## src/rtl/pcie_framing_pkg.sv

```systemverilog
// Shared PCIe Gen1/Gen2 framing constants, FSM encoding and per-byte flag bundle.
// Imported by framing_byte_step and packet_identifier_lanes.
package pcie_framing_pkg;

  localparam logic [7:0] K_STP = 8'hFB;
  localparam logic [7:0] K_SDP = 8'h5C;
  localparam logic [7:0] K_END = 8'hFD;
  localparam logic [7:0] K_EDB = 8'hFE;

  localparam logic [2:0] DLLP_DATA_LEN = 3'd6;

  localparam logic [2:0] GEN1 = 3'b000;
  localparam logic [2:0] GEN2 = 3'b001;

  typedef enum logic [1:0] {
    S_IDLE = 2'd0,
    S_TLP  = 2'd1,
    S_DLP  = 2'd2
  } fstate_t;

  typedef struct packed {
    logic valid;
    logic dlpstart;
    logic dlpend;
    logic tlpstart;
    logic tlpedb;
    logic tlpend;
    logic err;
  } byte_flags_t;

endpackage

```

## src/rtl/packet_identifier_lanes_step.sv

```systemverilog
// Single-byte framing transition: one link of the per-beat carry chain.
// Pure combinational; dlp_cnt is zero whenever the next state is not DLP.
module framing_byte_step
  import pcie_framing_pkg::*;
(
  input  fstate_t     state,
  input  logic [2:0]  cnt,
  input  logic [7:0]  sym,
  input  logic        k,
  output fstate_t     next_state,
  output logic [2:0]  next_cnt,
  output byte_flags_t flags
);

  logic is_stp, is_sdp, is_end, is_edb;

  assign is_stp = k && (sym == K_STP);
  assign is_sdp = k && (sym == K_SDP);
  assign is_end = k && (sym == K_END);
  assign is_edb = k && (sym == K_EDB);

  always_comb begin
    next_state = S_IDLE;
    next_cnt   = '0;
    flags      = '0;
    case (state)
      S_IDLE: begin
        unique case (1'b1)
          is_stp: begin
            flags.tlpstart = 1'b1;
            flags.valid    = 1'b1;
            next_state     = S_TLP;
          end
          is_sdp: begin
            flags.dlpstart = 1'b1;
            flags.valid    = 1'b1;
            next_state     = S_DLP;
          end
          is_end, is_edb: flags.err = 1'b1;
          default: ;
        endcase
      end
      S_TLP: begin
        unique case (1'b1)
          !k: begin
            flags.valid = 1'b1;
            next_state  = S_TLP;
          end
          is_end: begin
            flags.tlpend = 1'b1;
            flags.valid  = 1'b1;
          end
          is_edb: begin
            flags.tlpedb = 1'b1;
            flags.valid  = 1'b1;
          end
          // Back-to-back STP restarts the TLP but is still flagged.
          is_stp: begin
            flags.err      = 1'b1;
            flags.tlpstart = 1'b1;
            flags.valid    = 1'b1;
            next_state     = S_TLP;
          end
          default: flags.err = 1'b1;
        endcase
      end
      S_DLP: begin
        if (!k) begin
          if (cnt == DLLP_DATA_LEN) begin
            flags.err = 1'b1;
          end else begin
            flags.valid = 1'b1;
            next_cnt    = cnt + 3'd1;
            next_state  = S_DLP;
          end
        end else if (is_end && cnt == DLLP_DATA_LEN) begin
          flags.dlpend = 1'b1;
          flags.valid  = 1'b1;
        end else begin
          flags.err = 1'b1;
        end
      end
      default: ;
    endcase
  end

endmodule

```

## src/rtl/packet_identifier_lanes.sv

```systemverilog
// Gen1/Gen2 receive framing identifier over a LANES*BYTES_PER_LANE beat.
// Optional: define PACKET_ID_ERR_EN to build pl_err and err_count.
module packet_identifier_lanes
  import pcie_framing_pkg::*;
#(
  parameter  int LANES          = 16,
  parameter  int BYTES_PER_LANE = 4,
  localparam int BYTES          = LANES * BYTES_PER_LANE
) (
  input  logic               clk,
  input  logic               reset,
  input  logic [BYTES*8-1:0] data_in,
  input  logic [BYTES-1:0]   DK,
  input  logic               valid_pd,
  input  logic               linkup,
  input  logic [2:0]         gen,
  input  logic [4:0]         numberOfDetectedLanes,
  output logic [BYTES*8-1:0] data_out,
  output logic [BYTES-1:0]   pl_valid,
  output logic [BYTES-1:0]   pl_dlpstart,
  output logic [BYTES-1:0]   pl_dlpend,
  output logic [BYTES-1:0]   pl_tlpstart,
  output logic [BYTES-1:0]   pl_tlpedb,
  output logic [BYTES-1:0]   pl_tlpend,
  output logic [BYTES-1:0]   pl_err,
  output logic [15:0]        err_count
);

  fstate_t    state_q, state_d, s_scan;
  logic [2:0] cnt_q, cnt_d, c_scan;
  logic       bypass, load, scan;
  logic [15:0] n_act;

  logic [BYTES-1:0] v_d, ds_d, de_d, ts_d, te_d, tn_d, er_d;

  assign bypass = !(gen == GEN1 || gen == GEN2);
  assign n_act  = 16'(numberOfDetectedLanes) * 16'(BYTES_PER_LANE);

  for (genvar gi = 0; gi < BYTES; gi++) begin : g_byte
    fstate_t     s_in, s_step, s_out;
    logic [2:0]  c_in, c_step, c_out;
    byte_flags_t f, fm;
    logic        act;

    if (gi == 0) begin : g_head
      assign s_in = state_q;
      assign c_in = cnt_q;
    end else begin : g_tail
      assign s_in = g_byte[gi-1].s_out;
      assign c_in = g_byte[gi-1].c_out;
    end

    framing_byte_step u_step (
      .state      (s_in),
      .cnt        (c_in),
      .sym        (data_in[8*gi +: 8]),
      .k          (DK[gi]),
      .next_state (s_step),
      .next_cnt   (c_step),
      .flags      (f)
    );

    // Inactive lanes pass the carry through untouched.
    assign act   = (16'(gi) < n_act);
    assign s_out = act ? s_step : s_in;
    assign c_out = act ? c_step : c_in;
    assign fm    = act ? f : '0;

    assign v_d[gi]  = fm.valid;
    assign ds_d[gi] = fm.dlpstart;
    assign de_d[gi] = fm.dlpend;
    assign ts_d[gi] = fm.tlpstart;
    assign te_d[gi] = fm.tlpedb;
    assign tn_d[gi] = fm.tlpend;
    assign er_d[gi] = fm.err;
  end

  assign s_scan = g_byte[BYTES-1].s_out;
  assign c_scan = g_byte[BYTES-1].c_out;

  always_comb begin
    state_d = state_q;
    cnt_d   = cnt_q;
    load    = 1'b0;
    scan    = 1'b0;
    if (!linkup || bypass) begin
      state_d = S_IDLE;
      cnt_d   = '0;
      load    = 1'b1;
    end else if (valid_pd) begin
      state_d = s_scan;
      cnt_d   = c_scan;
      load    = 1'b1;
      scan    = 1'b1;
    end
  end

  always_ff @(posedge clk) begin
    if (reset) begin
      state_q     <= S_IDLE;
      cnt_q       <= '0;
      data_out    <= '0;
      pl_valid    <= '0;
      pl_dlpstart <= '0;
      pl_dlpend   <= '0;
      pl_tlpstart <= '0;
      pl_tlpedb   <= '0;
      pl_tlpend   <= '0;
    end else begin
      state_q     <= state_d;
      cnt_q       <= cnt_d;
      if (load) data_out <= data_in;
      pl_valid    <= scan ? v_d  : '0;
      pl_dlpstart <= scan ? ds_d : '0;
      pl_dlpend   <= scan ? de_d : '0;
      pl_tlpstart <= scan ? ts_d : '0;
      pl_tlpedb   <= scan ? te_d : '0;
      pl_tlpend   <= scan ? tn_d : '0;
    end
  end

`ifdef PACKET_ID_ERR_EN
  localparam int CW = $clog2(BYTES + 1);

  logic [CW-1:0] err_pop;
  logic [16:0]   err_sum;

  always_comb begin
    err_pop = '0;
    for (int i = 0; i < BYTES; i++) err_pop += CW'(er_d[i]);
  end

  assign err_sum = {1'b0, err_count} + 17'(err_pop);

  always_ff @(posedge clk) begin
    if (reset) begin
      pl_err    <= '0;
      err_count <= '0;
    end else begin
      pl_err <= scan ? er_d : '0;
      if (scan) err_count <= err_sum[16] ? 16'hFFFF : err_sum[15:0];
    end
  end
`else
  logic unused_err;
  assign unused_err = ^er_d;
  assign pl_err     = '0;
  assign err_count  = '0;
`endif

endmodule

```

## config.mk

```make
export PLATFORM = sky130hd
export DESIGN_NAME = packet_identifier_lanes
export DESIGN_NICKNAME = d
export VERILOG_FILES = /design/src/rtl/pcie_framing_pkg.sv /design/src/rtl/packet_identifier_lanes_step.sv /design/src/rtl/packet_identifier_lanes.sv
export SDC_FILE = /design/constraint.sdc
export NUM_CORES = 2
export LEC_CHECK = 0
export ABC_AREA = 1
export BUFFER_PORTS_ARGS = -buffer_cell sky130_fd_sc_hd__buf_2
export CAP_MARGIN = 20
export CORE_AREA = 5 5 606 608
export DETAILED_ROUTE_END_ITERATION = 8
export DIE_AREA = 0 0 611 613
export HOLD_SLACK_MARGIN = 0.05
export PLACE_DENSITY_LB_ADDON = 0.05
export SLEW_MARGIN = 20
export SYNTH_ARGS = -nofsm -noshare
export SYNTH_HDL_FRONTEND = slang
export SYNTH_HIERARCHICAL = 1
export SYNTH_SLANG_ARGS = --single-unit
```

## constraint.sdc

```tcl
create_clock -name clk -period 43.7 [get_ports clk]
set_clock_uncertainty 0.15 [all_clocks]
set_input_delay 6.555 -clock clk [delete_from_list [all_inputs] [get_ports clk]]
set_output_delay 6.555 -clock clk [all_outputs]
set_load 0.01 [all_outputs]
```

* Word-level counts from Yosys, hierarchy flattened
Cells that the tools add are included.
W data, S select, Z words.
** Word-level totals
- Flip-flop bits (word level) :: 901
- Input bits :: 588
- Output and inout bits :: 976
- Word-level logic and storage cells :: 3662
** Operators by class
- Add/subtract/negate cells :: 64
- Magnitude comparators :: 64
- Equality and inequality tests :: 449
- Mux-type cells :: 1283
- Bitwise gates (word level) :: 385
- Reductions and logical operators :: 1030
** Operators by type and width (count)
- $eq A8 B8 Y1 const B :: 192
- $reduce_or A4 Y1 :: 256
- $mux W3 :: 256
- $mux W1 :: 643
- $eq A8 B7 Y1 const B :: 64
- $reduce_or A2 Y1 :: 193
- $not A1 Y1 :: 385
- $mux W2 :: 192
- $pmux W2 S3 :: 64
- $logic_and A1 B1 Y1 :: 320
- $reduce_or A5 Y1 :: 64
- $pmux W2 S2 :: 64
- $lt A6 B7 Y1 const A :: 32
- $add A3 B1 Y3 const B :: 64
- $eq A3 B3 Y1 const B :: 64
- $pmux W1 S3 :: 64
- $reduce_or A3 Y1 :: 64
- $eq A2 B1 Y1 const B :: 64
- $eq A2 B2 Y1 const B :: 64
- $logic_not A2 Y1 :: 64
- $lt A5 B7 Y1 const A :: 16
- $logic_not A1 Y1 :: 66
- $lt A4 B7 Y1 const A :: 8
- $lt A3 B7 Y1 const A :: 4
- 5 further kinds :: 8

* Depth between registers and ports, before layout
- Depth after elaboration :: 320
- Mapped depth :: 450
- Gate-level depth less buffers :: 450

* Modules after synthesis
Netlist, hierarchy kept.
** Modules (own cells, without submodules)
- packet_identifier_lanes :: instances 1, cells an instance 4344, area each 33557.2 um^2, sequential area each 18037.3 um^2
- framing_byte_step (g_byte[21].u_step ...) :: instances 51, cells an instance 72, area each 349.1 um^2, sequential area each 0.0 um^2
- framing_byte_step (g_byte[0].u_step ...) :: instances 12, cells an instance 69, area each 374.1 um^2, sequential area each 0.0 um^2
- framing_byte_step (g_byte[20].u_step) :: instances 1, cells an instance 69, area each 359.1 um^2, sequential area each 0.0 um^2

* Worst setup path after synthesis
No wires, ideal clock.
- Path type :: input -> register
- Start :: in numberOfDetectedLanes[4]
- End :: reg state_q[1], in the netlist g_byte[0].s_in[1]
- Setup time :: 66 ps
- Arrival time :: 44953 ps
- Data required time :: 43484 ps
- Setup slack :: -1469 ps
- Cell stages on the path :: 389
- Buffers on the path :: 3
- Path through :: buf_6 nor2_8 nand3_4 buf_8 buf_4 nand2_1 nand2_1 nor2_2 nand3_2 nor2_1 nand2_1 nand2_1 nand2_1 nor2_1 inv_1 nand3_1 o31ai_1 nand2_1 (+353 left out) nand2_1 inv_1 nand3_1 nor2_1 nand2_1 nand2_1 nand2_1 nor2_1 inv_1 nand3_1 o31ai_1 nand2_1 nand2_1 nor2_1 nand3b_1 o31ai_1 a21oi_1 a21oi_2
** Between the ends
- Elaborated cells on any way between the ends :: 880
- Those cells by class :: add/sub: 62; order compare: 64; eq/ne: 189; mux: 502; reduce/logical: 63
** RTL lines
- from (decl) :: RTL line packet_identifier_lanes.sv:17 : input logic [4:0] numberOfDetectedLanes,
- $lt A1 B7 Y1 * :: RTL line packet_identifier_lanes.sv:64 : assign act = (16'(gi) < n_act);
- $mux W2 * :: RTL line packet_identifier_lanes.sv:65 : assign s_out = act ? s_step : s_in;
- named net g_byte[0].s_out[0] :: RTL line packet_identifier_lanes.sv:40 : fstate_t s_in, s_step, s_out;
- $eq A2 B2 Y1 * :: RTL line packet_identifier_lanes_step.sv:26 : case (state)
- $mux W3 * :: RTL line packet_identifier_lanes_step.sv:26
- named net g_byte[1].c_step[1] :: RTL line packet_identifier_lanes.sv:41 : logic [2:0] c_in, c_step, c_out;
- $mux W3 * :: RTL line packet_identifier_lanes.sv:66 : assign c_out = act ? c_step : c_in;
- named net g_byte[1].c_out[1] :: RTL line packet_identifier_lanes.sv:41
- (+4 left out)
- named net g_byte[2].s_step[1] :: RTL line packet_identifier_lanes.sv:40
- (+1 left out)
- named net g_byte[2].s_out[1] :: RTL line packet_identifier_lanes.sv:40
- (+2 left out)
- named net g_byte[3].s_step[1] :: RTL line packet_identifier_lanes.sv:40
- (+1 left out)
- named net g_byte[3].s_out[1] :: RTL line packet_identifier_lanes.sv:40
- (+2 left out)
- named net g_byte[4].c_step[1] :: RTL line packet_identifier_lanes.sv:41
- (+1 left out)
- named net g_byte[4].c_out[1] :: RTL line packet_identifier_lanes.sv:41
- (+4 left out)
- named net g_byte[5].s_step[1] :: RTL line packet_identifier_lanes.sv:40
- (+1 left out)
- named net g_byte[5].s_out[1] :: RTL line packet_identifier_lanes.sv:40
- (+2 left out)
- named net g_byte[6].s_step[1] :: RTL line packet_identifier_lanes.sv:40
- (+1 left out)
- named net g_byte[6].s_out[1] :: RTL line packet_identifier_lanes.sv:40
- (+2 left out)
- named net g_byte[7].c_step[1] :: RTL line packet_identifier_lanes.sv:41
- (+1 left out)
- named net g_byte[7].c_out[1] :: RTL line packet_identifier_lanes.sv:41
- (+4 left out)
- named net g_byte[8].s_step[1] :: RTL line packet_identifier_lanes.sv:40
- (+1 left out)
- named net g_byte[8].s_out[1] :: RTL line packet_identifier_lanes.sv:40
- (+2 left out)
- named net g_byte[9].s_step[1] :: RTL line packet_identifier_lanes.sv:40
- (+1 left out)
- named net g_byte[10].s_in[1] :: RTL line packet_identifier_lanes.sv:40
- (+2 left out)
- named net g_byte[10].c_step[1] :: RTL line packet_identifier_lanes.sv:41
- (+1 left out)
- named net g_byte[10].c_out[1] :: RTL line packet_identifier_lanes.sv:41
- (+4 left out)
- named net g_byte[11].s_step[1] :: RTL line packet_identifier_lanes.sv:40
- (+1 left out)
- named net g_byte[11].s_out[1] :: RTL line packet_identifier_lanes.sv:40
- (+2 left out)
- named net g_byte[12].s_step[1] :: RTL line packet_identifier_lanes.sv:40
- (+1 left out)
- named net g_byte[12].s_out[1] :: RTL line packet_identifier_lanes.sv:40
- (+2 left out)
- named net g_byte[13].s_step[1] :: RTL line packet_identifier_lanes.sv:40
- (+1 left out)
- named net g_byte[13].s_out[1] :: RTL line packet_identifier_lanes.sv:40
- (+2 left out)
- named net g_byte[14].c_step[1] :: RTL line packet_identifier_lanes.sv:41
- (+1 left out)
- named net g_byte[14].c_out[1] :: RTL line packet_identifier_lanes.sv:41
- (+4 left out)
- named net g_byte[15].s_step[1] :: RTL line packet_identifier_lanes.sv:40
- (+1 left out)
- named net g_byte[15].s_out[1] :: RTL line packet_identifier_lanes.sv:40
- (+2 left out)
- named net g_byte[16].s_step[1] :: RTL line packet_identifier_lanes.sv:40
- (+1 left out)
- named net g_byte[16].s_out[1] :: RTL line packet_identifier_lanes.sv:40
- (+2 left out)
- named net g_byte[17].s_step[1] :: RTL line packet_identifier_lanes.sv:40
- (+1 left out)
- named net g_byte[17].s_out[1] :: RTL line packet_identifier_lanes.sv:40
- (+2 left out)
- named net g_byte[18].c_step[1] :: RTL line packet_identifier_lanes.sv:41
- (+1 left out)
- named net g_byte[18].c_out[1] :: RTL line packet_identifier_lanes.sv:41
- (+4 left out)
- named net g_byte[19].s_step[1] :: RTL line packet_identifier_lanes.sv:40
- (+1 left out)
- named net g_byte[19].s_out[1] :: RTL line packet_identifier_lanes.sv:40
- (+2 left out)
- named net g_byte[20].s_step[1] :: RTL line packet_identifier_lanes.sv:40
- (+1 left out)
- named net g_byte[20].s_out[1] :: RTL line packet_identifier_lanes.sv:40
- (+2 left out)
- named net g_byte[21].c_step[1] :: RTL line packet_identifier_lanes.sv:41
- (+1 left out)
- named net g_byte[21].c_out[1] :: RTL line packet_identifier_lanes.sv:41
- (+4 left out)
- named net g_byte[22].s_step[1] :: RTL line packet_identifier_lanes.sv:40
- (+1 left out)
- named net g_byte[22].s_out[1] :: RTL line packet_identifier_lanes.sv:40
- (+2 left out)
- named net g_byte[23].s_step[1] :: RTL line packet_identifier_lanes.sv:40
- (+1 left out)
- named net g_byte[23].s_out[1] :: RTL line packet_identifier_lanes.sv:40
- (+2 left out)
- named net g_byte[24].c_step[1] :: RTL line packet_identifier_lanes.sv:41
- (+1 left out)
- named net g_byte[24].c_out[1] :: RTL line packet_identifier_lanes.sv:41
- (+4 left out)
- named net g_byte[25].s_step[1] :: RTL line packet_identifier_lanes.sv:40
- (+1 left out)
- named net g_byte[25].s_out[1] :: RTL line packet_identifier_lanes.sv:40
- (+2 left out)
- named net g_byte[26].s_step[1] :: RTL line packet_identifier_lanes.sv:40
- (+1 left out)
- named net g_byte[26].s_out[1] :: RTL line packet_identifier_lanes.sv:40
- (+2 left out)
- named net g_byte[27].c_step[2] :: RTL line packet_identifier_lanes.sv:41
- (+1 left out)
- named net g_byte[27].c_out[2] :: RTL line packet_identifier_lanes.sv:41
- (+4 left out)
- named net g_byte[28].s_step[1] :: RTL line packet_identifier_lanes.sv:40
- (+1 left out)
- named net g_byte[28].s_out[1] :: RTL line packet_identifier_lanes.sv:40
- (+2 left out)
- named net g_byte[29].s_step[1] :: RTL line packet_identifier_lanes.sv:40
- (+1 left out)
- named net g_byte[29].s_out[1] :: RTL line packet_identifier_lanes.sv:40
- (+2 left out)
- named net g_byte[30].c_step[1] :: RTL line packet_identifier_lanes.sv:41
- (+1 left out)
- named net g_byte[30].c_out[1] :: RTL line packet_identifier_lanes.sv:41
- (+4 left out)
- named net g_byte[31].s_step[1] :: RTL line packet_identifier_lanes.sv:40
- (+1 left out)
- named net g_byte[31].s_out[1] :: RTL line packet_identifier_lanes.sv:40
- (+2 left out)
- named net g_byte[32].s_step[1] :: RTL line packet_identifier_lanes.sv:40
- (+1 left out)
- named net g_byte[32].s_out[1] :: RTL line packet_identifier_lanes.sv:40
- (+2 left out)
- named net g_byte[33].c_step[1] :: RTL line packet_identifier_lanes.sv:41
- (+1 left out)
- named net g_byte[33].c_out[1] :: RTL line packet_identifier_lanes.sv:41
- (+4 left out)
- named net g_byte[34].s_step[1] :: RTL line packet_identifier_lanes.sv:40
- (+1 left out)
- named net g_byte[34].s_out[1] :: RTL line packet_identifier_lanes.sv:40
- (+2 left out)
- named net g_byte[35].s_step[1] :: RTL line packet_identifier_lanes.sv:40
- (+1 left out)
- named net g_byte[35].s_out[1] :: RTL line packet_identifier_lanes.sv:40
- (+2 left out)
- named net g_byte[36].c_step[1] :: RTL line packet_identifier_lanes.sv:41
- (+1 left out)
- named net g_byte[36].c_out[1] :: RTL line packet_identifier_lanes.sv:41
- (+4 left out)
- named net g_byte[37].s_step[1] :: RTL line packet_identifier_lanes.sv:40
- (+1 left out)
- named net g_byte[37].s_out[1] :: RTL line packet_identifier_lanes.sv:40
- (+2 left out)
- named net g_byte[38].s_step[1] :: RTL line packet_identifier_lanes.sv:40
- (+1 left out)
- named net g_byte[38].s_out[1] :: RTL line packet_identifier_lanes.sv:40
- (+2 left out)
- named net g_byte[39].c_step[1] :: RTL line packet_identifier_lanes.sv:41
- (+1 left out)
- named net g_byte[39].c_out[1] :: RTL line packet_identifier_lanes.sv:41
- (+4 left out)
- named net g_byte[40].s_step[1] :: RTL line packet_identifier_lanes.sv:40
- (+1 left out)
- named net g_byte[40].s_out[1] :: RTL line packet_identifier_lanes.sv:40
- (+2 left out)
- named net g_byte[41].s_step[1] :: RTL line packet_identifier_lanes.sv:40
- (+1 left out)
- named net g_byte[41].s_out[1] :: RTL line packet_identifier_lanes.sv:40
- (+2 left out)
- named net g_byte[42].c_step[1] :: RTL line packet_identifier_lanes.sv:41
- (+1 left out)
- named net g_byte[42].c_out[1] :: RTL line packet_identifier_lanes.sv:41
- (+4 left out)
- named net g_byte[43].s_step[1] :: RTL line packet_identifier_lanes.sv:40
- (+1 left out)
- named net g_byte[43].s_out[1] :: RTL line packet_identifier_lanes.sv:40
- (+2 left out)
- named net g_byte[44].s_step[1] :: RTL line packet_identifier_lanes.sv:40
- (+1 left out)
- named net g_byte[44].s_out[1] :: RTL line packet_identifier_lanes.sv:40
- (+2 left out)
- named net g_byte[45].c_step[1] :: RTL line packet_identifier_lanes.sv:41
- (+1 left out)
- named net g_byte[45].c_out[1] :: RTL line packet_identifier_lanes.sv:41
- (+4 left out)
- named net g_byte[46].s_step[1] :: RTL line packet_identifier_lanes.sv:40
- (+1 left out)
- named net g_byte[46].s_out[1] :: RTL line packet_identifier_lanes.sv:40
- (+2 left out)
- named net g_byte[47].s_step[1] :: RTL line packet_identifier_lanes.sv:40
- (+1 left out)
- named net g_byte[47].s_out[1] :: RTL line packet_identifier_lanes.sv:40
- (+2 left out)
- named net g_byte[48].c_step[1] :: RTL line packet_identifier_lanes.sv:41
- (+1 left out)
- named net g_byte[48].c_out[1] :: RTL line packet_identifier_lanes.sv:41
- (+4 left out)
- named net g_byte[49].s_step[1] :: RTL line packet_identifier_lanes.sv:40
- (+1 left out)
- named net g_byte[49].s_out[1] :: RTL line packet_identifier_lanes.sv:40
- (+2 left out)
- named net g_byte[50].s_step[1] :: RTL line packet_identifier_lanes.sv:40
- (+1 left out)
- named net g_byte[50].s_out[1] :: RTL line packet_identifier_lanes.sv:40
- (+2 left out)
- named net g_byte[51].c_step[1] :: RTL line packet_identifier_lanes.sv:41
- (+1 left out)
- named net g_byte[51].c_out[1] :: RTL line packet_identifier_lanes.sv:41
- (+4 left out)
- named net g_byte[52].s_step[1] :: RTL line packet_identifier_lanes.sv:40
- (+1 left out)
- named net g_byte[52].s_out[1] :: RTL line packet_identifier_lanes.sv:40
- (+2 left out)
- named net g_byte[53].s_step[1] :: RTL line packet_identifier_lanes.sv:40
- (+1 left out)
- named net g_byte[53].s_out[1] :: RTL line packet_identifier_lanes.sv:40
- (+2 left out)
- named net g_byte[54].s_step[1] :: RTL line packet_identifier_lanes.sv:40
- (+1 left out)
- named net g_byte[54].s_out[1] :: RTL line packet_identifier_lanes.sv:40
- (+2 left out)
- named net g_byte[55].c_step[1] :: RTL line packet_identifier_lanes.sv:41
- (+1 left out)
- named net g_byte[55].c_out[1] :: RTL line packet_identifier_lanes.sv:41
- (+4 left out)
- named net g_byte[56].s_step[1] :: RTL line packet_identifier_lanes.sv:40
- (+1 left out)
- named net g_byte[56].s_out[1] :: RTL line packet_identifier_lanes.sv:40
- (+2 left out)
- named net g_byte[57].s_step[1] :: RTL line packet_identifier_lanes.sv:40
- (+1 left out)
- named net g_byte[57].s_out[1] :: RTL line packet_identifier_lanes.sv:40
- (+2 left out)
- named net g_byte[58].c_step[1] :: RTL line packet_identifier_lanes.sv:41
- (+1 left out)
- named net g_byte[58].c_out[1] :: RTL line packet_identifier_lanes.sv:41
- (+4 left out)
- named net g_byte[59].s_step[1] :: RTL line packet_identifier_lanes.sv:40
- (+1 left out)
- named net g_byte[59].s_out[1] :: RTL line packet_identifier_lanes.sv:40
- (+2 left out)
- named net g_byte[60].s_step[1] :: RTL line packet_identifier_lanes.sv:40
- (+1 left out)
- named net g_byte[60].s_out[1] :: RTL line packet_identifier_lanes.sv:40
- (+2 left out)
- named net g_byte[61].c_step[1] :: RTL line packet_identifier_lanes.sv:41
- (+1 left out)
- named net g_byte[61].c_out[1] :: RTL line packet_identifier_lanes.sv:41
- (+3 left out)
- $pmux W2 S3 * :: RTL line packet_identifier_lanes_step.sv:26
- named net g_byte[62].s_step[1] :: RTL line packet_identifier_lanes.sv:40
- $mux W2 * :: RTL line packet_identifier_lanes.sv:65
- named net g_byte[62].s_out[1] :: RTL line packet_identifier_lanes.sv:40
- $eq A2 B2 Y1 (tied with other cells) :: RTL line packet_identifier_lanes_step.sv:26
- $pmux W2 S3 * :: RTL line packet_identifier_lanes_step.sv:26
- named net g_byte[63].s_step[1] :: RTL line packet_identifier_lanes.sv:40
- $mux W2 * :: RTL line packet_identifier_lanes.sv:65
- to (signal assigned) :: RTL line packet_identifier_lanes.sv:110 : state_q <= state_d;
- to (decl) :: RTL line packet_identifier_lanes.sv:29 : fstate_t state_q, state_d, s_scan;
Mark *: on every way through the listed nets, which the timed path passes. The rest lies on a longest branch.
A chain may end at the register's enable or synchronous reset.

* Worst setup path in the final report
- Start :: in data_in[2]
- End :: reg cnt_q[2]
** Between the ends
- Elaborated cells on any way between the ends :: 816
- Those cells by class :: add/sub: 62; eq/ne: 189; mux: 500; reduce/logical: 65
** RTL lines
- from (decl) :: RTL line packet_identifier_lanes.sv:12 : input logic [BYTES*8-1:0] data_in,
- $eq A8 B8 Y1 :: RTL line packet_identifier_lanes_step.sv:17 : assign is_stp = k && (sym == K_STP);
- $logic_and A1 B1 Y1 :: RTL line packet_identifier_lanes_step.sv:17
- $reduce_or A2 Y1 (no source line)
- $mux W1 :: RTL line packet_identifier_lanes_step.sv:44 : unique case (1'b1)
- $pmux W2 S3 * :: RTL line packet_identifier_lanes_step.sv:26
- named net g_byte[0].s_step[0] :: RTL line packet_identifier_lanes.sv:40
- $mux W2 * :: RTL line packet_identifier_lanes.sv:65
- named net g_byte[0].s_out[0] :: RTL line packet_identifier_lanes.sv:40
- (+2 left out)
- named net g_byte[1].s_step[1] :: RTL line packet_identifier_lanes.sv:40
- (+1 left out)
- named net g_byte[1].s_out[1] :: RTL line packet_identifier_lanes.sv:40
- (+2 left out)
- named net g_byte[2].s_step[1] :: RTL line packet_identifier_lanes.sv:40
- (+1 left out)
- named net g_byte[2].s_out[1] :: RTL line packet_identifier_lanes.sv:40
- (+2 left out)
- named net g_byte[3].s_step[1] :: RTL line packet_identifier_lanes.sv:40
- (+1 left out)
- named net g_byte[3].s_out[1] :: RTL line packet_identifier_lanes.sv:40
- (+2 left out)
- named net g_byte[4].s_step[1] :: RTL line packet_identifier_lanes.sv:40
- (+1 left out)
- named net g_byte[4].s_out[1] :: RTL line packet_identifier_lanes.sv:40
- (+2 left out)
- named net g_byte[5].s_step[1] :: RTL line packet_identifier_lanes.sv:40
- (+1 left out)
- named net g_byte[5].s_out[1] :: RTL line packet_identifier_lanes.sv:40
- (+2 left out)
- named net g_byte[6].c_step[1] :: RTL line packet_identifier_lanes.sv:41
- (+1 left out)
- named net g_byte[6].c_out[1] :: RTL line packet_identifier_lanes.sv:41
- (+4 left out)
- named net g_byte[7].s_step[1] :: RTL line packet_identifier_lanes.sv:40
- (+1 left out)
- named net g_byte[7].s_out[1] :: RTL line packet_identifier_lanes.sv:40
- (+2 left out)
- named net g_byte[8].s_step[1] :: RTL line packet_identifier_lanes.sv:40
- (+1 left out)
- named net g_byte[8].s_out[1] :: RTL line packet_identifier_lanes.sv:40
- (+2 left out)
- named net g_byte[9].s_step[1] :: RTL line packet_identifier_lanes.sv:40
- (+1 left out)
- named net g_byte[10].s_in[1] :: RTL line packet_identifier_lanes.sv:40
- (+2 left out)
- named net g_byte[10].c_step[1] :: RTL line packet_identifier_lanes.sv:41
- (+1 left out)
- named net g_byte[10].c_out[1] :: RTL line packet_identifier_lanes.sv:41
- (+4 left out)
- named net g_byte[11].s_step[1] :: RTL line packet_identifier_lanes.sv:40
- (+1 left out)
- named net g_byte[11].s_out[1] :: RTL line packet_identifier_lanes.sv:40
- (+2 left out)
- named net g_byte[12].s_step[1] :: RTL line packet_identifier_lanes.sv:40
- (+1 left out)
- named net g_byte[12].s_out[1] :: RTL line packet_identifier_lanes.sv:40
- (+2 left out)
- named net g_byte[13].s_step[1] :: RTL line packet_identifier_lanes.sv:40
- (+1 left out)
- named net g_byte[13].s_out[1] :: RTL line packet_identifier_lanes.sv:40
- (+2 left out)
- named net g_byte[14].s_step[1] :: RTL line packet_identifier_lanes.sv:40
- (+1 left out)
- named net g_byte[14].s_out[1] :: RTL line packet_identifier_lanes.sv:40
- (+2 left out)
- named net g_byte[15].c_step[1] :: RTL line packet_identifier_lanes.sv:41
- (+1 left out)
- named net g_byte[15].c_out[1] :: RTL line packet_identifier_lanes.sv:41
- (+4 left out)
- named net g_byte[16].c_step[1] :: RTL line packet_identifier_lanes.sv:41
- (+1 left out)
- named net g_byte[16].c_out[1] :: RTL line packet_identifier_lanes.sv:41
- (+4 left out)
- named net g_byte[17].c_step[1] :: RTL line packet_identifier_lanes.sv:41
- (+1 left out)
- named net g_byte[17].c_out[1] :: RTL line packet_identifier_lanes.sv:41
- (+4 left out)
- named net g_byte[18].s_step[1] :: RTL line packet_identifier_lanes.sv:40
- (+1 left out)
- named net g_byte[18].s_out[1] :: RTL line packet_identifier_lanes.sv:40
- (+2 left out)
- named net g_byte[19].s_step[1] :: RTL line packet_identifier_lanes.sv:40
- (+1 left out)
- named net g_byte[19].s_out[1] :: RTL line packet_identifier_lanes.sv:40
- (+2 left out)
- named net g_byte[20].s_step[0] :: RTL line packet_identifier_lanes.sv:40
- (+1 left out)
- named net g_byte[20].s_out[0] :: RTL line packet_identifier_lanes.sv:40
- (+2 left out)
- named net g_byte[21].s_step[1] :: RTL line packet_identifier_lanes.sv:40
- (+1 left out)
- named net g_byte[21].s_out[1] :: RTL line packet_identifier_lanes.sv:40
- (+2 left out)
- named net g_byte[22].s_step[0] :: RTL line packet_identifier_lanes.sv:40
- (+1 left out)
- named net g_byte[22].s_out[0] :: RTL line packet_identifier_lanes.sv:40
- (+2 left out)
- named net g_byte[23].s_step[1] :: RTL line packet_identifier_lanes.sv:40
- (+1 left out)
- named net g_byte[23].s_out[1] :: RTL line packet_identifier_lanes.sv:40
- (+2 left out)
- named net g_byte[24].c_step[1] :: RTL line packet_identifier_lanes.sv:41
- (+1 left out)
- named net g_byte[24].c_out[1] :: RTL line packet_identifier_lanes.sv:41
- (+4 left out)
- named net g_byte[25].s_step[1] :: RTL line packet_identifier_lanes.sv:40
- (+1 left out)
- named net g_byte[25].s_out[1] :: RTL line packet_identifier_lanes.sv:40
- (+2 left out)
- named net g_byte[26].s_step[1] :: RTL line packet_identifier_lanes.sv:40
- (+1 left out)
- named net g_byte[26].s_out[1] :: RTL line packet_identifier_lanes.sv:40
- (+2 left out)
- named net g_byte[27].c_step[2] :: RTL line packet_identifier_lanes.sv:41
- (+1 left out)
- named net g_byte[27].c_out[2] :: RTL line packet_identifier_lanes.sv:41
- (+4 left out)
- named net g_byte[28].s_step[1] :: RTL line packet_identifier_lanes.sv:40
- (+1 left out)
- named net g_byte[28].s_out[1] :: RTL line packet_identifier_lanes.sv:40
- (+2 left out)
- named net g_byte[29].s_step[1] :: RTL line packet_identifier_lanes.sv:40
- (+1 left out)
- named net g_byte[29].s_out[1] :: RTL line packet_identifier_lanes.sv:40
- (+2 left out)
- named net g_byte[30].c_step[0] :: RTL line packet_identifier_lanes.sv:41
- (+1 left out)
- named net g_byte[30].c_out[0] :: RTL line packet_identifier_lanes.sv:41
- (+4 left out)
- named net g_byte[31].c_step[2] :: RTL line packet_identifier_lanes.sv:41
- (+1 left out)
- named net g_byte[31].c_out[2] :: RTL line packet_identifier_lanes.sv:41
- (+4 left out)
- named net g_byte[32].s_step[1] :: RTL line packet_identifier_lanes.sv:40
- (+1 left out)
- named net g_byte[32].s_out[1] :: RTL line packet_identifier_lanes.sv:40
- (+2 left out)
- named net g_byte[33].s_step[1] :: RTL line packet_identifier_lanes.sv:40
- (+1 left out)
- named net g_byte[33].s_out[1] :: RTL line packet_identifier_lanes.sv:40
- (+2 left out)
- named net g_byte[34].s_step[0] :: RTL line packet_identifier_lanes.sv:40
- (+1 left out)
- named net g_byte[34].s_out[0] :: RTL line packet_identifier_lanes.sv:40
- (+2 left out)
- named net g_byte[35].s_step[1] :: RTL line packet_identifier_lanes.sv:40
- (+1 left out)
- named net g_byte[35].s_out[1] :: RTL line packet_identifier_lanes.sv:40
- (+2 left out)
- named net g_byte[36].s_step[0] :: RTL line packet_identifier_lanes.sv:40
- (+1 left out)
- named net g_byte[36].s_out[0] :: RTL line packet_identifier_lanes.sv:40
- (+2 left out)
- named net g_byte[37].s_step[1] :: RTL line packet_identifier_lanes.sv:40
- (+1 left out)
- named net g_byte[37].s_out[1] :: RTL line packet_identifier_lanes.sv:40
- (+2 left out)
- named net g_byte[38].c_step[1] :: RTL line packet_identifier_lanes.sv:41
- (+1 left out)
- named net g_byte[38].c_out[1] :: RTL line packet_identifier_lanes.sv:41
- (+4 left out)
- named net g_byte[39].s_step[1] :: RTL line packet_identifier_lanes.sv:40
- (+1 left out)
- named net g_byte[39].s_out[1] :: RTL line packet_identifier_lanes.sv:40
- (+2 left out)
- named net g_byte[40].s_step[1] :: RTL line packet_identifier_lanes.sv:40
- (+1 left out)
- named net g_byte[40].s_out[1] :: RTL line packet_identifier_lanes.sv:40
- (+2 left out)
- named net g_byte[41].c_step[2] :: RTL line packet_identifier_lanes.sv:41
- (+1 left out)
- named net g_byte[41].c_out[2] :: RTL line packet_identifier_lanes.sv:41
- (+4 left out)
- named net g_byte[42].s_step[1] :: RTL line packet_identifier_lanes.sv:40
- (+1 left out)
- named net g_byte[42].s_out[1] :: RTL line packet_identifier_lanes.sv:40
- (+2 left out)
- named net g_byte[43].s_step[1] :: RTL line packet_identifier_lanes.sv:40
- (+1 left out)
- named net g_byte[43].s_out[1] :: RTL line packet_identifier_lanes.sv:40
- (+2 left out)
- named net g_byte[44].c_step[1] :: RTL line packet_identifier_lanes.sv:41
- (+1 left out)
- named net g_byte[44].c_out[1] :: RTL line packet_identifier_lanes.sv:41
- (+4 left out)
- named net g_byte[45].s_step[1] :: RTL line packet_identifier_lanes.sv:40
- (+1 left out)
- named net g_byte[45].s_out[1] :: RTL line packet_identifier_lanes.sv:40
- (+2 left out)
- named net g_byte[46].s_step[1] :: RTL line packet_identifier_lanes.sv:40
- (+1 left out)
- named net g_byte[46].s_out[1] :: RTL line packet_identifier_lanes.sv:40
- (+2 left out)
- named net g_byte[47].s_step[0] :: RTL line packet_identifier_lanes.sv:40
- (+1 left out)
- named net g_byte[47].s_out[0] :: RTL line packet_identifier_lanes.sv:40
- (+2 left out)
- named net g_byte[48].s_step[1] :: RTL line packet_identifier_lanes.sv:40
- (+1 left out)
- named net g_byte[48].s_out[1] :: RTL line packet_identifier_lanes.sv:40
- (+2 left out)
- named net g_byte[49].c_step[1] :: RTL line packet_identifier_lanes.sv:41
- (+1 left out)
- named net g_byte[49].c_out[1] :: RTL line packet_identifier_lanes.sv:41
- (+4 left out)
- named net g_byte[50].c_step[2] :: RTL line packet_identifier_lanes.sv:41
- (+1 left out)
- named net g_byte[50].c_out[2] :: RTL line packet_identifier_lanes.sv:41
- (+4 left out)
- named net g_byte[51].s_step[1] :: RTL line packet_identifier_lanes.sv:40
- (+1 left out)
- named net g_byte[51].s_out[1] :: RTL line packet_identifier_lanes.sv:40
- (+2 left out)
- named net g_byte[52].s_step[1] :: RTL line packet_identifier_lanes.sv:40
- (+1 left out)
- named net g_byte[52].s_out[1] :: RTL line packet_identifier_lanes.sv:40
- (+2 left out)
- named net g_byte[53].c_step[1] :: RTL line packet_identifier_lanes.sv:41
- (+1 left out)
- named net g_byte[53].c_out[1] :: RTL line packet_identifier_lanes.sv:41
- (+4 left out)
- named net g_byte[54].s_step[1] :: RTL line packet_identifier_lanes.sv:40
- (+1 left out)
- named net g_byte[54].s_out[1] :: RTL line packet_identifier_lanes.sv:40
- (+2 left out)
- named net g_byte[55].s_step[1] :: RTL line packet_identifier_lanes.sv:40
- (+1 left out)
- named net g_byte[55].s_out[1] :: RTL line packet_identifier_lanes.sv:40
- (+2 left out)
- named net g_byte[56].c_step[1] :: RTL line packet_identifier_lanes.sv:41
- (+1 left out)
- named net g_byte[56].c_out[1] :: RTL line packet_identifier_lanes.sv:41
- (+4 left out)
- named net g_byte[57].s_step[1] :: RTL line packet_identifier_lanes.sv:40
- (+1 left out)
- named net g_byte[57].s_out[1] :: RTL line packet_identifier_lanes.sv:40
- (+2 left out)
- named net g_byte[58].s_step[1] :: RTL line packet_identifier_lanes.sv:40
- (+1 left out)
- named net g_byte[58].s_out[1] :: RTL line packet_identifier_lanes.sv:40
- (+2 left out)
- named net g_byte[59].s_step[1] :: RTL line packet_identifier_lanes.sv:40
- (+1 left out)
- named net g_byte[59].s_out[1] :: RTL line packet_identifier_lanes.sv:40
- (+2 left out)
- named net g_byte[60].s_step[1] :: RTL line packet_identifier_lanes.sv:40
- (+1 left out)
- named net g_byte[60].s_out[1] :: RTL line packet_identifier_lanes.sv:40
- (+2 left out)
- named net g_byte[61].s_step[0] :: RTL line packet_identifier_lanes.sv:40
- (+1 left out)
- named net g_byte[61].s_out[0] :: RTL line packet_identifier_lanes.sv:40
- (+1 left out)
- $pmux W2 S3 * :: RTL line packet_identifier_lanes_step.sv:26
- named net g_byte[62].s_step[1] :: RTL line packet_identifier_lanes.sv:40
- $mux W2 * :: RTL line packet_identifier_lanes.sv:65
- named net g_byte[62].s_out[1] :: RTL line packet_identifier_lanes.sv:40
- $eq A2 B2 Y1 * :: RTL line packet_identifier_lanes_step.sv:26
- $mux W3 * :: RTL line packet_identifier_lanes_step.sv:26
- named net g_byte[63].c_step[2] :: RTL line packet_identifier_lanes.sv:41
- $mux W3 * :: RTL line packet_identifier_lanes.sv:66
- to (signal assigned) :: RTL line packet_identifier_lanes.sv:111 : cnt_q <= cnt_d;
- to (decl) :: RTL line packet_identifier_lanes.sv:30 : logic [2:0] cnt_q, cnt_d, c_scan;
Marks and branches as above.

==> results.ini <==
[pwr]
cellPowerDensity_nw_per_um2=28.6
p_leak_nw=41.5
worst_ir_drop_vdd_uv=23.5

[placement]
post-place-ws_ps=-8440
place_area_um2=72900
portBuffers=1482
dp_hpwl_mm=271
finalWeightedCongestion=0.843
place_inst=15500

[critical_path]
r2r_cells=402
r2r_slack_ps=2320
timing.rr.end=cnt_q[2]
crit_fanout=4
critical_path_arrival_ps=47280
rr_startpoint=g_byte[0].s_in[0]
cp-end-kind=register
critPathMostFrequentCell=nand2_2
max_stage_delay_ps=320
crit_slowest_cell=o31ai_2
cp-start-kind=input port
cp.required_ps=44290
critical_path_class=in2reg

[final_layout]
area_delta_synth_final_pct=56.1
nets=11600
fin_area_um2=84100
drive_above_1_share_pct=41.6
instances_no_fill=16000

[min_path]
whs_path_depth=2
hold_path.class=reg2reg
hold_path_end=data_out[97]
holdCritStartpoint=data_out[97]

[run]
maxCapViolCount=0

[routing]
wl_per_cell_um=20.4
ant_nets=0
dr_total_vias=61700
viasPerCell=3.87
dr.pass1.iters=6
finalWirelength_mm=326
first_iter_violations=2576
drc_errors=0

[clock_network]
ctsHoldBuffers=0
clk_latency_ps=800
numCtsBuffers=141
cts_max_path_buffers=4
h-tree-depth=4
cts_tree=yes
numClockSinks=901
cts_root_buf=clkbuf_16
clk_pin_slew_worst_paths_ps=50

[sta]
fin_crit_ps=46690
hold_viol=0
worst_pin_slew_ps=1040
setup_violations=35
rsz0062_at_grt=true
fin_crit_sh_pct=107
slew-limit-headroom_pct=30.5
fin_ws_ps=-2990
fmaxAchievable_ghz=0.0214
tns_ps=-67420
final-max-slew-violation-count=0

[global_route]
grt_pass1_vias=61500
grt.overflow.total=0
grt_pass1_wl_mm=453
grt_max_degree=237
grt.total_usage_pct=16.4
antenna_found_initial=77

[status]
status=finished, violations left
violations=setup timing

[synth]
syn_inst=8494
syn-cell-area_um2=53900
post_synth.cell_area_avg_um2=6.34
synth-warning-count=6

[die]
coreArea_um2=361000
initial_core_util_pct=14.9
die-area_um2=375000
num_rows=221
io_pins=1564
die_w_um=611
die_y_um=613

cell type report:
type	count	area (µm²)
diodes	17	42.5
clock buffers	201	4100
fillers	41400	277000
well taps	4794	6000
clock inverters	34	455
flip-flops and latches	901	18000
inverters	1650	6280
repair buffers	2709	17100
multi-input cells	5652	32000
layout by cell type (no fill, tap or decap), drive strengths merged, types with 8 or more instances in the layout:
master / n
a21oi: 588
buf: 2709
bufinv: 8
clkbuf: 201
clkinv: 18
conb: 80
dfxtp: 901
diode: 17
inv: 1654
nand2: 1954
nand3: 468
nand3b: 51
nand4: 119
nor2: 1427
nor3: 181
nor3b: 12
o21ai: 538
o21bai: 63
o22ai: 52
o31ai: 52
xnor2: 64
state kept, by name, summed over array words and instances, names as in the netlist:
| name | count |
|---|---|
| cnt_q | 3 |
| data_out | 512 |
| g_byte.s_in | 2 |
| pl_dlpend | 64 |
| pl_dlpstart | 64 |
| pl_tlpedb | 64 |
| pl_tlpend | 64 |
| pl_tlpstart | 64 |
| pl_valid | 64 |
worst max-delay path by stage:
stage                                   startpoint                 to  slack [ps]  cells past startpoint
after CTS                               data_in[7]           cnt_q[2]       -5100                    417
after detailed placement                data_in[0]      pl_dlpend[63]       -8440                    408
after floorplan           numberOfDetectedLanes[4]  g_byte[0].s_in[1]          20                    394
final                                   data_in[2]           cnt_q[2]       -2990                    401
after global placement                  data_in[7]      pl_dlpend[63]       -8010                    408
after global routing                    data_in[2]      pl_dlpend[63]       -6750                    402
repair_timing:
action | in CTS | in global routing
gates resized for setup | 190 | 1173
endpoints found under the setup margin | 74 | 92
buffers inserted | 25 | 240
pin swaps | 67 | 595
cloned | 0 | 0
report_power, final:
| part | internal (mW) | total [mW] | leakage, nW | switching (mW) |
|---|---|---|---|---|
| sequential | 0.853 | 0.867 | 7.40 | 0.0142 |
| clock | 0.698 | 1.17 | 2.23 | 0.469 |
| combinational | 0.131 | 0.373 | 31.9 | 0.242 |
| total | 1.68 | 2.41 | 41.5 | 0.726 |
metal layers:
metal  share of wire [%]  global-route usage [%]  wire, µm  vias up
met1                  40                    18.6    130000    28800
met2                  53                    31.1    171000     1242
met3                 5.1                    3.56     16600      372
met4                 2.5                    3.68      8160       26
li1                    -                       -         -    31200
met5               0.057                       0       184        -
worst max-delay path: cells and delay by family:
kind	cells	cell delay, ps
AO/OA/AOI/OAI	48	7020
XOR/XNOR	1	130
buffers and inverters	76	6830
AND/OR/NAND/NOR	276	26510
per-stage QoR:
step	utilization [%]	total power, mW	hold slack (ps)
after global placement	20.2	1.24	362
after detailed placement	20.2	1.23	368
after floorplan	-	1.05	407
after global routing	23.3	2.53	399
after CTS	21.7	2.45	387
final	23.3	2.41	383
Power figures use the tool's default switching activity.
